## config.mk

```make
export PLATFORM = sky130hd
export DESIGN_NAME = id_branch_resolve_flat
export DESIGN_NICKNAME = d
export VERILOG_FILES = /design/src/rtl/id_branch_resolve_if.sv /design/src/rtl/id_branch_resolve.sv /design/src/flat_wrapper.sv
export SDC_FILE = /design/constraint.sdc
export NUM_CORES = 1
export LEC_CHECK = 0
export BUFFER_PORTS_ARGS = -buffer_cell sky130_fd_sc_hd__buf_2
export CAP_MARGIN = 20
export CORE_MARGIN = 3
export CORE_UTILIZATION = 25
export CTS_BUF_LIST = sky130_fd_sc_hd__clkbuf_8
export DETAILED_ROUTE_END_ITERATION = 10
export HOLD_SLACK_MARGIN = 0.03
export PLACE_DENSITY = 0.57
export SETUP_SLACK_MARGIN = 0.5
export SYNTH_ARGS = -nofsm -noshare
export SYNTH_HDL_FRONTEND = slang
export SYNTH_SLANG_ARGS = --single-unit
```

## constraint.sdc

```tcl
create_clock -name clk -period 13.35 [get_ports clk]
set_clock_uncertainty 0.05 [all_clocks]
set_input_delay 3.3375 -clock clk [delete_from_list [all_inputs] [get_ports clk]]
set_output_delay 3.3375 -clock clk [all_outputs]
set_load 0.03 [all_outputs]
```

## src/rtl/id_branch_resolve_if.sv

```systemverilog
// Signal bundle between the ID-stage branch resolver and the surrounding pipeline:
// ID instruction/operands, EX/MEM hazard sources, redirect controls and event counters.
interface id_branch_resolve_if #(
    parameter int CNT_WIDTH = 16
);
    logic                 Valid_ID;
    logic [31:0]          Instr_ID;
    logic [31:0]          PC_Plus_4_ID;
    logic [31:0]          Rs_Data_ID;
    logic [31:0]          Rt_Data_ID;
    logic                 EX_RegWrite;
    logic                 EX_MemRead;
    logic [4:0]           EX_Rd;
    logic                 MEM_MemRead;
    logic [4:0]           MEM_Rd;
    logic                 PCSrc_ID;
    logic [31:0]          Branch_Dest_ID;
    logic                 Jump_control_ID;
    logic [31:0]          Jump_dst_ID;
    logic                 Stall_ID;
    logic                 Flush_IF;
    logic [CNT_WIDTH-1:0] Taken_Count;
    logic [CNT_WIDTH-1:0] Stall_Count;

    modport master (
        output Valid_ID, Instr_ID, PC_Plus_4_ID, Rs_Data_ID, Rt_Data_ID,
               EX_RegWrite, EX_MemRead, EX_Rd, MEM_MemRead, MEM_Rd,
        input  PCSrc_ID, Branch_Dest_ID, Jump_control_ID, Jump_dst_ID,
               Stall_ID, Flush_IF, Taken_Count, Stall_Count
    );

    modport slave (
        input  Valid_ID, Instr_ID, PC_Plus_4_ID, Rs_Data_ID, Rt_Data_ID,
               EX_RegWrite, EX_MemRead, EX_Rd, MEM_MemRead, MEM_Rd,
        output PCSrc_ID, Branch_Dest_ID, Jump_control_ID, Jump_dst_ID,
               Stall_ID, Flush_IF, Taken_Count, Stall_Count
    );
endinterface

```

## src/rtl/id_branch_resolve.sv

```systemverilog
// ID-stage control-flow resolver: decodes BEQ/BNE/J/JAL/JR, stalls on unresolved
// operand producers with a counted FSM, then redirects fetch and flushes the wrong-path IF slot.
module id_branch_resolve #(
    parameter int CNT_WIDTH = 16
) (
    input  logic                 clk,
    input  logic                 reset_n,
    id_branch_resolve_if.slave   br
);
    typedef enum logic [1:0] {IDLE, HOLD, RESOLVE} state_t;

    localparam logic [CNT_WIDTH-1:0] CNT_ONE = {{(CNT_WIDTH-1){1'b0}}, 1'b1};
    localparam logic [CNT_WIDTH-1:0] CNT_MAX = {CNT_WIDTH{1'b1}};

    function automatic logic [CNT_WIDTH-1:0] sat_inc(input logic [CNT_WIDTH-1:0] v);
        return (v == CNT_MAX) ? v : v + CNT_ONE;
    endfunction

    state_t       state, state_next;
    logic [1:0]   cnt, cnt_next;
    logic         stall, resolve;

    logic [5:0]   op;
    logic [4:0]   rs, rt;
    logic [15:0]  imm;
    logic [25:0]  idx26;
    logic         is_beq, is_bne, is_j, is_jal, is_jr;
    logic         uses_rs, uses_rt;
    logic         ex_hit, mem_hit;
    logic [1:0]   need;
    logic         operands_eq;
    logic signed [31:0] imm_sext;
    logic         pcsrc, jump, flush;

    // Decode
    assign op     = br.Instr_ID[31:26];
    assign rs     = br.Instr_ID[25:21];
    assign rt     = br.Instr_ID[20:16];
    assign imm    = br.Instr_ID[15:0];
    assign idx26  = br.Instr_ID[25:0];

    assign is_beq = (op == 6'h04);
    assign is_bne = (op == 6'h05);
    assign is_j   = (op == 6'h02);
    assign is_jal = (op == 6'h03);
    assign is_jr  = (op == 6'h00) && (imm[5:0] == 6'h08);

    assign uses_rs = is_beq | is_bne | is_jr;
    assign uses_rt = is_beq | is_bne;

    // Register 0 is hardwired, so a producer targeting it never blocks a read.
    assign ex_hit  = (br.EX_Rd != 5'd0) &&
                     ((uses_rs && (rs == br.EX_Rd)) || (uses_rt && (rt == br.EX_Rd)));
    assign mem_hit = (br.MEM_Rd != 5'd0) &&
                     ((uses_rs && (rs == br.MEM_Rd)) || (uses_rt && (rt == br.MEM_Rd)));

    always_comb begin
        need = 2'd0;
        if (br.EX_MemRead && ex_hit)
            need = 2'd2;
        else if (br.EX_RegWrite && ex_hit)
            need = 2'd1;
        else if (br.MEM_MemRead && mem_hit)
            need = 2'd1;
    end

    // Target computation (always live; only meaningful when selected)
    assign imm_sext          = signed'({{16{imm[15]}}, imm});
    assign br.Branch_Dest_ID = br.PC_Plus_4_ID + $unsigned(imm_sext <<< 2);
    assign br.Jump_dst_ID    = is_jr ? br.Rs_Data_ID : {br.PC_Plus_4_ID[31:28], idx26, 2'b00};
    assign operands_eq       = (br.Rs_Data_ID == br.Rt_Data_ID);

    // Stall FSM
    always_ff @(posedge clk or negedge reset_n) begin
        if (!reset_n) begin
            state <= IDLE;
            cnt   <= 2'd0;
        end else begin
            state <= state_next;
            cnt   <= cnt_next;
        end
    end

    always_comb begin
        state_next = state;
        cnt_next   = cnt;
        stall      = 1'b0;
        resolve    = 1'b0;
        case (state)
            IDLE: begin
                if (br.Valid_ID) begin
                    if (need != 2'd0) begin
                        stall      = 1'b1;
                        cnt_next   = need - 2'd1;
                        state_next = (need == 2'd1) ? RESOLVE : HOLD;
                    end else begin
                        resolve = 1'b1;
                    end
                end
            end
            HOLD: begin
                if (!br.Valid_ID) begin
                    state_next = IDLE;
                    cnt_next   = 2'd0;
                end else begin
                    stall    = 1'b1;
                    cnt_next = cnt - 2'd1;
                    if (cnt <= 2'd1)
                        state_next = RESOLVE;
                end
            end
            RESOLVE: begin
                resolve    = br.Valid_ID;
                state_next = IDLE;
                cnt_next   = 2'd0;
            end
            default: begin
                state_next = IDLE;
                cnt_next   = 2'd0;
            end
        endcase
    end

    // Redirect outputs, forced quiet while reset is held
    assign pcsrc = reset_n && resolve && ((is_beq && operands_eq) || (is_bne && !operands_eq));
    assign jump  = reset_n && resolve && (is_j || is_jal || is_jr);
    assign flush = pcsrc | jump;

    assign br.PCSrc_ID        = pcsrc;
    assign br.Jump_control_ID = jump;
    assign br.Flush_IF        = flush;
    assign br.Stall_ID        = reset_n && stall;

    // Event counters
    always_ff @(posedge clk or negedge reset_n) begin
        if (!reset_n) begin
            br.Taken_Count <= '0;
            br.Stall_Count <= '0;
        end else begin
            if (flush)
                br.Taken_Count <= sat_inc(br.Taken_Count);
            if (stall)
                br.Stall_Count <= sat_inc(br.Stall_Count);
        end
    end
endmodule

```

## src/flat_wrapper.sv

```systemverilog
// flat-port wrapper written by rule: the top's interface ports become plain ports
module id_branch_resolve_flat 
#(
    parameter int CNT_WIDTH = 16
)
  (clk, reset_n, br_Valid_ID, br_Instr_ID, br_PC_Plus_4_ID, br_Rs_Data_ID, br_Rt_Data_ID, br_EX_RegWrite, br_EX_MemRead, br_EX_Rd, br_MEM_MemRead, br_MEM_Rd, br_PCSrc_ID, br_Branch_Dest_ID, br_Jump_control_ID, br_Jump_dst_ID, br_Stall_ID, br_Flush_IF, br_Taken_Count, br_Stall_Count);
  id_branch_resolve_if #(.CNT_WIDTH(CNT_WIDTH)) br_i ();
  input  logic clk;
  input  logic reset_n;
  input wire logic [$bits(br_i.Valid_ID)-1:0] br_Valid_ID;
  input wire logic [$bits(br_i.Instr_ID)-1:0] br_Instr_ID;
  input wire logic [$bits(br_i.PC_Plus_4_ID)-1:0] br_PC_Plus_4_ID;
  input wire logic [$bits(br_i.Rs_Data_ID)-1:0] br_Rs_Data_ID;
  input wire logic [$bits(br_i.Rt_Data_ID)-1:0] br_Rt_Data_ID;
  input wire logic [$bits(br_i.EX_RegWrite)-1:0] br_EX_RegWrite;
  input wire logic [$bits(br_i.EX_MemRead)-1:0] br_EX_MemRead;
  input wire logic [$bits(br_i.EX_Rd)-1:0] br_EX_Rd;
  input wire logic [$bits(br_i.MEM_MemRead)-1:0] br_MEM_MemRead;
  input wire logic [$bits(br_i.MEM_Rd)-1:0] br_MEM_Rd;
  output wire logic [$bits(br_i.PCSrc_ID)-1:0] br_PCSrc_ID;
  output wire logic [$bits(br_i.Branch_Dest_ID)-1:0] br_Branch_Dest_ID;
  output wire logic [$bits(br_i.Jump_control_ID)-1:0] br_Jump_control_ID;
  output wire logic [$bits(br_i.Jump_dst_ID)-1:0] br_Jump_dst_ID;
  output wire logic [$bits(br_i.Stall_ID)-1:0] br_Stall_ID;
  output wire logic [$bits(br_i.Flush_IF)-1:0] br_Flush_IF;
  output wire logic [$bits(br_i.Taken_Count)-1:0] br_Taken_Count;
  output wire logic [$bits(br_i.Stall_Count)-1:0] br_Stall_Count;
  assign br_i.Valid_ID = br_Valid_ID;
  assign br_i.Instr_ID = br_Instr_ID;
  assign br_i.PC_Plus_4_ID = br_PC_Plus_4_ID;
  assign br_i.Rs_Data_ID = br_Rs_Data_ID;
  assign br_i.Rt_Data_ID = br_Rt_Data_ID;
  assign br_i.EX_RegWrite = br_EX_RegWrite;
  assign br_i.EX_MemRead = br_EX_MemRead;
  assign br_i.EX_Rd = br_EX_Rd;
  assign br_i.MEM_MemRead = br_MEM_MemRead;
  assign br_i.MEM_Rd = br_MEM_Rd;
  assign br_PCSrc_ID = br_i.PCSrc_ID;
  assign br_Branch_Dest_ID = br_i.Branch_Dest_ID;
  assign br_Jump_control_ID = br_i.Jump_control_ID;
  assign br_Jump_dst_ID = br_i.Jump_dst_ID;
  assign br_Stall_ID = br_i.Stall_ID;
  assign br_Flush_IF = br_i.Flush_IF;
  assign br_Taken_Count = br_i.Taken_Count;
  assign br_Stall_Count = br_i.Stall_Count;
  id_branch_resolve #(.CNT_WIDTH(CNT_WIDTH)) u_core (.clk(clk), .reset_n(reset_n), .br(br_i));
endmodule
```

Yosys cells after proc, flatten, opt, wreduce, memory -nomap -nowiden
Index checks and enable logic that the tools add are counted.

word-level totals
  memories = 0
  register bits after elaboration = 36
  bits in latches = 0
  logic and storage cells = 85
  bits of input ports = 144
  memory bits (writable) = 0
  ROM bits = 0

cells by class
  magnitude comparators = 1
  $add $sub $neg = 5
  reductions and logical operators = 31
  muxes and demuxes = 21
  shift operators = 0
  bitwise operators = 5
  multipliers = 0
  eq/ne operators = 18
  divide/modulo/power cells = 0

operators with widths
  kind                                               number
  adder 16 x 1 -> 16 bit (second input constant)     2
  adder 32 bit                                       1
  == test 16 bit (second input constant)             2
  == test 32 bit                                     1
  2-to-1 mux 32 bit                                  1
  == test 5 bit                                      4
  2-to-1 mux 2 bit                                   9
  logical AND 1 bit                                  16
  == test 6 x 2 -> 1 bit (second input constant)     2
  == test 6 x 3 -> 1 bit (second input constant)     2
  nonzero test 5 bit                                 2
  one-hot mux 2 bit (2 select lines)                 2
  2-to-1 mux 1 bit                                   7
  == test 6 x 4 -> 1 bit (second input constant)     1
  logical NOT 6 bit                                  1
  AND reduction 2 bit                                3
  logical OR 1 bit                                   5
  == test 2 x 1 -> 1 bit (second input constant)     2
  one-hot mux 1 bit (2 select lines)                 2
  subtractor 2 x 1 -> 2 bit (second input constant)  2
  != test 3 x 2 -> 1 bit (second input constant)     1
  OR 1 bit                                           3
  AND reduction 3 bit                                1
  == test 2 bit (second input constant)              1
  7 further kinds                                    8

Depth between registers and ports, before layout
  depth after elaboration = 18
  gate-level depth with buffers = 11

Worst setup path after synthesis
OpenSTA, ideal clock, no wires.

  kind = input to output
  start point = input br_PC_Plus_4_ID[16]
  end point = output br_Branch_Dest_ID[31]
  path buffers = 0
  required time = 9.962 ns
  path slack = 3.288 ns
  stages = 9
  arrival = 6.675 ns
  path through = ha_1 a21o_1 a211o_1 a2111oi_0 nor2_1 o21ai_0 a31oi_1 mux2i_1 a2111oi_0

on the way
  word-level cells in the longest chain between the ends = 1

RTL lines
  element          line                     source
  start, declared  flat_wrapper.sv:12       input wire logic [$bits(br_i.PC_Plus_4_ID)-1:0] br_PC_Plus_4_ID;
  adder 32 bit     id_branch_resolve.sv:69  assign br.Branch_Dest_ID = br.PC_Plus_4_ID + $unsigned(imm_sext <<< 2);
  end, declared    flat_wrapper.sv:21       output wire logic [$bits(br_i.Branch_Dest_ID)-1:0] br_Branch_Dest_ID;

Every way passes these cells.

Worst setup path after layout
  start point = input br_Instr_ID[0]
  end point = output br_Branch_Dest_ID[30]

on the way
  word-level cells in the longest chain between the ends = 1

RTL lines
  element          line                     source
  start, declared  flat_wrapper.sv:11       input wire logic [$bits(br_i.Instr_ID)-1:0] br_Instr_ID;
  adder 32 bit     id_branch_resolve.sv:69

Every way passes these cells.

==> flow_summary_export.csv <==
group,metric,value,unit
synthesis,synthSimpleGateAreaFrac,21.4,%
routing,routed_wirelength,16400,µm
sta,fmax,0.103,GHz
synthesis,async_flop_share,100,%
synthesis,synth_compound_area_share,17.1,%
worst_hold_path,min_delay_path_depth,1,
sta,worst_pin_slew,834,ps
floorplanning,die_w,138,µm
routing,vias_per_cell,4.91,
synthesis,ys_seq_area_share,20.7,%
worst_setup_path,cpPeakStageDelay,430,ps
synthesis,synth.distinct_cells,57,
layout,finish.utilization,35.1,%
worst_setup_path,crit_type,"in -> out",
synthesis,synth_fa_ha_area_share,9.67,%
grt,grt_overflow,0,
placement,place_inst,965,
worst_hold_path,hp-start,"u_core.br.Stall_Count[15]",
layout,finish.net_count,929,
floorplanning,die_h,138,µm
synthesis,yosysTopAreaCellShare,20.7,%
routing,drt-initial-drc-count,182,
worst_setup_path,worstPathMaxFanout,4,
synthesis,ys_warn_count,0,
synthesis,synthTopCellsByArea,"dfrtp_1, xor2_1, ha_1",
placement,io_buffers,239,
sta,hold_viol,0,
synthesis,postSynthCellCount,513,
power,p_per_area,73.8,mW/mm²
grt,grt_pass1_wl,24600,µm
synthesis,synth_ff_type,"dfrtp_1",
sta,finalSetupTns,0,ps
synthesis,ys_ff_latch,36,
placement,dp_slack,3640,ps
clocking,numClockSinks,36,
worst_setup_path,reg2reg_to,"u_core.br.Stall_Count[1]",
sta,setup_viol,0,
worst_setup_path,ff2ff_setup_slack,10930,ps
worst_setup_path,start_kind,"primary input",
synthesis,synth-edff-count,0,
worst_setup_path,critPathRequiredTime,9960,ps
floorplanning,num_rows,47,
grt,grt_pass1_vias,4612,
worst_setup_path,cp-end-kind,"output port",
worst_setup_path,reg2regPathDepth,7,
routing,routedWlPerCell,16.8,µm
synthesis,synth.net_count,690,
worst_setup_path,cp_common_cell,"buf_2",
clocking,cts_buffers,5,
floorplanning,initial_core_util,25.9,%
placement,dpl.hpwl,14100,µm
layout,multi_input_area,0.00334,mm²
routing,vias,4786,
synthesis,synth_xor_area_share,20.7,%
layout,final_common_cell,"buf_2",
worst_setup_path,crit_path_top_delay_cell,"fa_1",
synthesis,synth.avg_cell_area,8.48,µm²
layout,area_growth,35.9,%
worst_setup_path,r2r_start,"u_core.br.Stall_Count[3]",
worst_hold_path,hold_class,"reg -> reg",
synthesis,synth_top_family_by_area,"simple AND/OR/NAND/NOR gates",
clocking,cts_tree,"built",
status,outcome,"complete, no violations",
placement,place_area,0.00579,mm²
clocking,ctsResizeCount,0,
clocking,cts_setup_buffers,0,
clocking,path_clk_slew,70,ps
power,power.leakage,0.00297,µW
sta,layout_min_cycle_time,9700,ps
synthesis,syn_area,0.00435,mm²
routing,drc,0,
routing,drt_first_pass_iters,4,
worst_setup_path,crit_chain,"buf_2, ha_1, inv_1, fa_1, nand2b_1, a211o_1, a31oi_1, a221oi_1, or3_1, a21oi_1, mux2i_1, nand3_1, buf_2",
power,ir_drop,0.0000750,V
clocking,clock_path_buffers,2,
layout,seqCellArea,901,µm²
floorplanning,dieArea,0.0190,mm²
floorplanning,core_area,0.0168,mm²
run,cap_violations,0,
worst_hold_path,whs_endpoint,"u_core.br.Stall_Count[15]",
synthesis,netlist.top_cell.by_area,"dfrtp_1",
worst_setup_path,cp.arrival,6310,ps
routing,drtAntennaViolNets,0,
sta,relSlewSlack,44.4,%
floorplanning,ios,244,
sta,fin_crit_sh,72.7,%
grt,antenna_found_initial,5,
clocking,htreeDepth,2,
layout,nFillCells,1828,
layout,finalNonFillerCells,975,
clocking,hold_buffers,0,
sta,rsz0062_at_grt,"false",
sta,worst_slack,3650,ps
clocking,cts_root_buffer,"clkbuf_8",
synthesis,synthMuxAreaShare,7.71,%
grt,grt_use_total,16.5,%
layout,postLayoutCellArea,0.00591,mm²
sta,report.final.slew_viol_count,0,
layout,layout-drive-gt1-share,37.5,%
layout,final_cell_mix,"buf_2, xor2_1, xnor2_1",
clocking,clk_latency,290,ps
grt,grt_max_degree,39,
placement,gp_routability_congestion,0.879,
-- routing by layer --
layer | routed length, µm | global-route usage (%) | up-vias
met3 | 1200 | 4.32 | 21
met1 | 7230 | 21.4 | 2208
met4 | 250 | 2.96 | 6
met5 | 37 | 0 | -
li1 | - | - | 2385
met2 | 7710 | 27.9 | 166
-- cells by family after synthesis --
group                    after synthesis
AO/OA/AOI/OAI                        110
flip-flops                            36
multiplexers                          30
buffers and inverters                 28
adder cells (fa/ha/maj)               33
XOR/XNOR                             103
AND/OR/NAND/NOR                      173
-- how the worst max path moves through the flow --
stage,start,to,slack (ps)
6_report,br_Instr_ID[0],br_Branch_Dest_ID[30],3650
2_1_floorplan,br_PC_Plus_4_ID[16],br_Branch_Dest_ID[31],3290
5_1_grt,br_Instr_ID[15],br_Branch_Dest_ID[31],3340
3_3_place_gp,br_Instr_ID[0],br_Branch_Dest_ID[30],3750
3_5_place_dp,br_Instr_ID[15],br_Branch_Dest_ID[31],3640
4_1_cts,br_Instr_ID[15],br_Branch_Dest_ID[31],3640
-- metrics by stage --
stage / total power, µW / hold WS, ps
final: 436 / 441
after global routing: 465 / 465
after CTS: 441 / 446
after detailed placement: 343 / 430
after global placement: 344 / 427
after floorplan: 262 / 404
-- registers in the layout, indices dropped and copies added (netlist names) --
signal	cells
u_core.state	2
u_core.br.Stall_Count	16
u_core.br.Taken_Count	16
u_core.cnt	2
-- Yosys cell counts (all sizes together), types with 12 or more instances --
master,n
a21o,14
nand4,14
nor3,19
o21ai,19
xor2,64
ha,32
a21oi,27
xnor2,39
mux2,28
inv,20
nor4,14
nand3,27
nor2,22
dfrtp,36
nand2,27
and3,12
-- layout make-up --
type / instances / share of cell area, %
clock buffers: 5 / 1.16
flip-flops and latches: 36 / 15.2
diodes: 2 / 0.0847
inverters: 20 / 1.27
clock inverters: 3 / 0.720
repair buffers: 240 / 20.4
well taps: 220 / 4.66
multi-input cells: 449 / 56.5
-- worst max-delay path, delay by kind of cell --
kind | cells | cell delay (ps)
AOI/OAI and AO/OA | 4 | 1090
adders and majority gates | 2 | 620
buffers and inverters | 3 | 360
muxes | 1 | 220
and+or+nand+nor | 3 | 680
-- report_power, final --
part	internal [µW]	switching, µW	leakage (µW)
Combinational	81.5	143	0.00243
Clock	55.2	40.2	0.0000542
Sequential	112	3.88	0.000489
Total	249	187	0.00297
No activity file was read; power rests on OpenSTA's default activity.
